## src/rtl/mem_arbiter.sv

```systemverilog
// mem_arbiter: shares the single-port synchronous RAM between the
// instruction-fetch port and the load/store port. One access is granted per
// cycle, and the port that issued the one outstanding read gets its data back.
//
// Optional build macro: ARB_STARVE_GUARD_EN
//   When this macro is defined, a fetch starvation counter forces fetch to win
//   after STARVE_MAX consecutive denied cycles.
//   When it is undefined, data has strict priority over fetch.
//
// Owner register states:
//   state    | meaning
//   OWN_NONE | no read was issued last cycle
//   OWN_IF   | a fetch read was issued last cycle
//   OWN_D    | a load was issued last cycle
module mem_arbiter #(
    parameter int ADDR_W     = 32,
    parameter int DATA_W     = 32,
    parameter int STARVE_MAX = 4
) (
    input  logic                clk,
    input  logic                rst,

    input  logic                if_req,
    input  logic [ADDR_W-1:0]   if_addr,
    output logic                if_gnt,
    output logic                if_rvalid,
    output logic [DATA_W-1:0]   if_rdata,

    input  logic                d_req,
    input  logic                d_we,
    input  logic [3:0]          d_be,
    input  logic [ADDR_W-1:0]   d_addr,
    input  logic [DATA_W-1:0]   d_wdata,
    output logic                d_gnt,
    output logic                d_rvalid,
    output logic [DATA_W-1:0]   d_rdata,

    output logic                ram_en,
    output logic                ram_we,
    output logic [3:0]          ram_be,
    output logic [ADDR_W-3:0]   ram_addr,
    output logic [DATA_W-1:0]   ram_wdata,
    input  logic [DATA_W-1:0]   ram_rdata
);

    typedef enum logic [1:0] {
        OWN_NONE = 2'd0,
        OWN_IF   = 2'd1,
        OWN_D    = 2'd2
    } owner_t;

    owner_t r_owner;
    owner_t w_owner_nxt;
    logic   w_fetch_force;

    // The byte-offset bits are intentionally dropped (word-aligned RAM).
    logic   w_unused_addr_lsbs;
    assign w_unused_addr_lsbs = ^{if_addr[1:0], d_addr[1:0]};

`ifdef ARB_STARVE_GUARD_EN
    logic [3:0] r_starve_cnt;

    // Count consecutive denied fetch cycles, saturating; any fetch grant clears it.
    always_ff @(posedge clk) begin
        if (rst) begin
            r_starve_cnt <= 4'd0;
        end else if (if_gnt) begin
            r_starve_cnt <= 4'd0;
        end else if (if_req && (r_starve_cnt != 4'(STARVE_MAX))) begin
            r_starve_cnt <= r_starve_cnt + 4'd1;
        end
    end

    assign w_fetch_force = (r_starve_cnt == 4'(STARVE_MAX));
`else
    logic w_unused_cfg;
    assign w_unused_cfg  = (STARVE_MAX == 0);
    assign w_fetch_force = 1'b0;
`endif

    // Grant selection: data wins a tie unless the starvation guard forces fetch.
    always_comb begin
        if_gnt = 1'b0;
        d_gnt  = 1'b0;
        if (!rst) begin
            if (d_req && !(if_req && w_fetch_force)) begin
                d_gnt = 1'b1;
            end else if (if_req) begin
                if_gnt = 1'b1;
            end
        end
    end

    // RAM drive from whichever port holds the grant; idle drive is all zero.
    always_comb begin
        ram_en    = 1'b0;
        ram_we    = 1'b0;
        ram_be    = 4'b0000;
        ram_addr  = '0;
        ram_wdata = '0;
        if (if_gnt) begin
            ram_en   = 1'b1;
            ram_addr = if_addr[ADDR_W-1:2];
        end else if (d_gnt) begin
            ram_en    = 1'b1;
            ram_we    = d_we;
            ram_be    = d_we ? d_be : 4'b0000;
            ram_addr  = d_addr[ADDR_W-1:2];
            ram_wdata = d_wdata;
        end
    end

    // Next owner: records who issued a read this cycle; stores leave no owner.
    always_comb begin
        w_owner_nxt = OWN_NONE;
        if (if_gnt) begin
            w_owner_nxt = OWN_IF;
        end else if (d_gnt && !d_we) begin
            w_owner_nxt = OWN_D;
        end
    end

    // Owner register; clearing it on reset drops any read in flight.
    always_ff @(posedge clk) begin
        if (rst) begin
            r_owner <= OWN_NONE;
        end else begin
            r_owner <= w_owner_nxt;
        end
    end

    // Response steering; masked during reset so no stale response leaks out.
    always_comb begin
        if_rvalid = !rst && (r_owner == OWN_IF);
        d_rvalid  = !rst && (r_owner == OWN_D);
        if_rdata  = if_rvalid ? ram_rdata : '0;
        d_rdata   = d_rvalid  ? ram_rdata : '0;
    end

endmodule

```

## config.mk

```make
export PLATFORM = sky130hd
export DESIGN_NAME = mem_arbiter
export DESIGN_NICKNAME = d
export VERILOG_FILES = /design/src/rtl/mem_arbiter.sv
export SDC_FILE = /design/constraint.sdc
export NUM_CORES = 1
export LEC_CHECK = 0
export CORE_AREA = 2 2 107 109
export DETAILED_ROUTE_END_ITERATION = 8
export DIE_AREA = 0 0 109 111
export HOLD_SLACK_MARGIN = 0.1
export MAX_ROUTING_LAYER = met4
export RECOVER_POWER = 50
export SYNTH_ARGS = -nofsm -noshare
export SYNTH_HDL_FRONTEND = slang
export SYNTH_SLANG_ARGS = --single-unit
```

## constraint.sdc

```tcl
create_clock -name clk -period 1.9 [get_ports clk]
set_clock_uncertainty 0.15 [all_clocks]
set_input_delay 0.38 -clock clk [delete_from_list [all_inputs] [get_ports clk]]
set_output_delay 0.38 -clock clk [all_outputs]
set_load 0.02 [all_outputs]
```

==> flow_summary_export.csv <==
group,metric,value,unit
power_and_ir_drop,max-vdd-ir-drop,0.240,mV
logic_synthesis,synthTopCellsByCount,"and2_1 (101), a32o_1 (30), buf_2 (9)",
place,io_buffer_count,268,
logic_synthesis,synth_flop_cell,"dfxtp_1",
cells_and_area,largestRegisters,"r_owner (2)",
grt,grt_max_degree,34,
logic_synthesis,synth.ff_latch_count,2,
clock_tree,numCtsBuffers,3,
logic_synthesis,async_flop_share,0,%
sta,post-route-period-util,100,%
grt,grt_pass1_vias,2368,
min_path,hold_class,"primary input to register",
cells_and_area,fillers,1171,
run_status,status,"finished, violations left",
clock_tree,cts.path.max_buffers,2,
clock_tree,cts-root-buf,"clkbuf_16",
route,firstDrtPassIters,4,
clock_tree,clkSinkCount,2,
logic_synthesis,postSynthAreaPerCell,6.97,sq um
run_status,violations,"negative setup slack",
floorplan,die_x,109,microns
route,final_antenna_net_count,0,
clock_tree,htree_levels,1,
clock_tree,cts_tree,"yes",
cells_and_area,fin_nets,580,
setup_path,worstPathArrival,1370,ps
cells_and_area,final_core_util,38.1,%
route,viasPerCell,4.07,
place,gp_congestion,0.725,
logic_synthesis,synth_top_area_share,55.9,%
cells_and_area,fin_cells,584,
logic_synthesis,syn_area,1130,sq um
clock_tree,clk_pin_slew,30,ps
sta,tightest_slew,255,ps
grt,antenna_found_initial,0,
cells_and_area,n_antenna_cell,0,
setup_path,required,1370,ps
logic_synthesis,yosysMostFrequentCell,"and2_1",
cells_and_area,multi_input_area,1090,sq um
logic_synthesis,synthTopCellsByArea,"and2_1 (56%), a32o_1 (27%), buf_2 (4.0%), dfxtp_1 (3.5%), clkbuf_2 (2.7%)",
sta,relSlewSlack,83.1,%
sta,post-route-worst-setup-slack,-1.48,ps
sta,rsz0062_at_grt,"true",
floorplan,core,11100,sq um
sta,clock.fmax,526,MHz
floorplan,fp.dieH,111,microns
place,place_inst,561,
power_and_ir_drop,power.total,1.17,mW
grt,grt-ovfl-total,0,
setup_path,startpoint_type,"register",
setup_path,crit_type,"register to output pin",
cells_and_area,layout-drive-gt1-share,46.0,%
power_and_ir_drop,p_leak,2.03,nW
route,num_vias,2377,
route,route.detailed.drc,0,
floorplan,io_pins,273,
sta,drv_slew,0,
logic_synthesis,yosys.area.top_type,"and2_1",
floorplan,start_util,10.2,%
logic_synthesis,seq_area_frac_synth,3.54,%
floorplan,die_area,12100,sq um
setup_path,critPathMaxFanout,8,
sta,final.min_clock_period,1900,ps
grt,grt_util_all_layers,13.3,%
logic_synthesis,synth_fp_nets,299,
grt,grt_pass1_wl,12.4,mm
route,wirelength,9.17,mm
cells_and_area,regArea,42.5,sq um
logic_synthesis,synthDistinctLibCells,11,
logic_synthesis,synth_warnings,0,
power_and_ir_drop,powerDensity,276,nW/um^2
route,wire_per_inst,15.7,microns
sta,finalSetupViolCount,2,
sta,hold_viol_final,0,
logic_synthesis,synth_edf_count,0,
floorplan,rows,39,
route,drtIter0Drc,101,
cells_and_area,largest_reg_flops,2,
setup_path,critPathCaptureType,"output pin",
place,dp_hpwl,6.70,mm
cells_and_area,regMostFlops,"r_owner",
cells_and_area,syn_to_final_growth,274,%
run,cap_violations,0,
logic_synthesis,synth_cells,162,
final timing paths:
kind | start | endpoint | slack, ps | cells past startpoint
max | r_owner[1]$_SDFF_PP0_ | d_rdata[0] | -1 | 5
min | d_we | r_owner[1]$_SDFF_PP0_ | 410 | 2
power breakdown:
| group | switching [mW] | total [mW] | internal (mW) | leakage [nW] |
|---|---|---|---|---|
| clock | 0.0458 | 0.313 | 0.268 | 0.0370 |
| combinational | 0.313 | 0.807 | 0.494 | 1.97 |
| sequential | 0.00203 | 0.0465 | 0.0445 | 0.0172 |
worst max-delay path, cell delays in order, from the launching register on:
cell       delay [ps]
dfxtp_2           350
nor3b_4           260
buf_6             160
clkbuf_16         140
and2_4            140
buf_6             110
metrics by stage:
step	setup TNS, ps	setup slack [ps]	hold slack [ps]	area, sq um
detailed placement	-101120	-833	880	4040
CTS	-5210	-113	410	4240
floorplan	0	210	302	1130
finish	-1.93	-1.48	410	4220
global placement	-98950	-819	875	4040
global route	-2460	-59.8	419	4220
logic make-up (layout without fill, tap and decap cells):
kind of cell	Yosys count	in the layout	synth area share [%]
flip-flops	2	2	3.54
buffers and inverters	20	299	8.31
AO/OA/AOI/OAI	30	30	26.6
AND/OR/NAND/NOR	110	110	61.6
routing by layer:
metal / part of all wire, % / track usage [%] / up-vias
li1: - / - / 1127
met1: 34 / 13.9 / 1078
met2: 54 / 25.7 / 166
met3: 11 / 2.53 / 6
met4: 0.96 / 1.88 / 0
met5: 0 / - / -
placed cells by master, fill, tap and decap left out, drive strengths merged:
cell type        n
dlygate4sd2      2
a32o            30
clkdlybuf4s50  128
and3b            1
nor3b            2
nor2             3
buf            137
clkbuf          25
nor2b            2
and2           101
bufbuf           1
and3             1
dfxtp            2
clkdlybuf4s15    6
final cells by class:
type                    count  area share, %
well taps                 143           4.24
clock buffers               3           1.78
flip-flops and latches      2           1.01
multi-input cells         140           25.9
repair buffers            296           67.0
timing repair:
action / in CTS / in global routing
pin swaps: 11 / 20
hold buffers: 0 / 0
resized for setup: 475 / 214
cloned: 6 / 4
endpoints found under the setup margin: 136 / 109
buffers inserted: 8 / 5
Power figures use the tool's default switching activity.
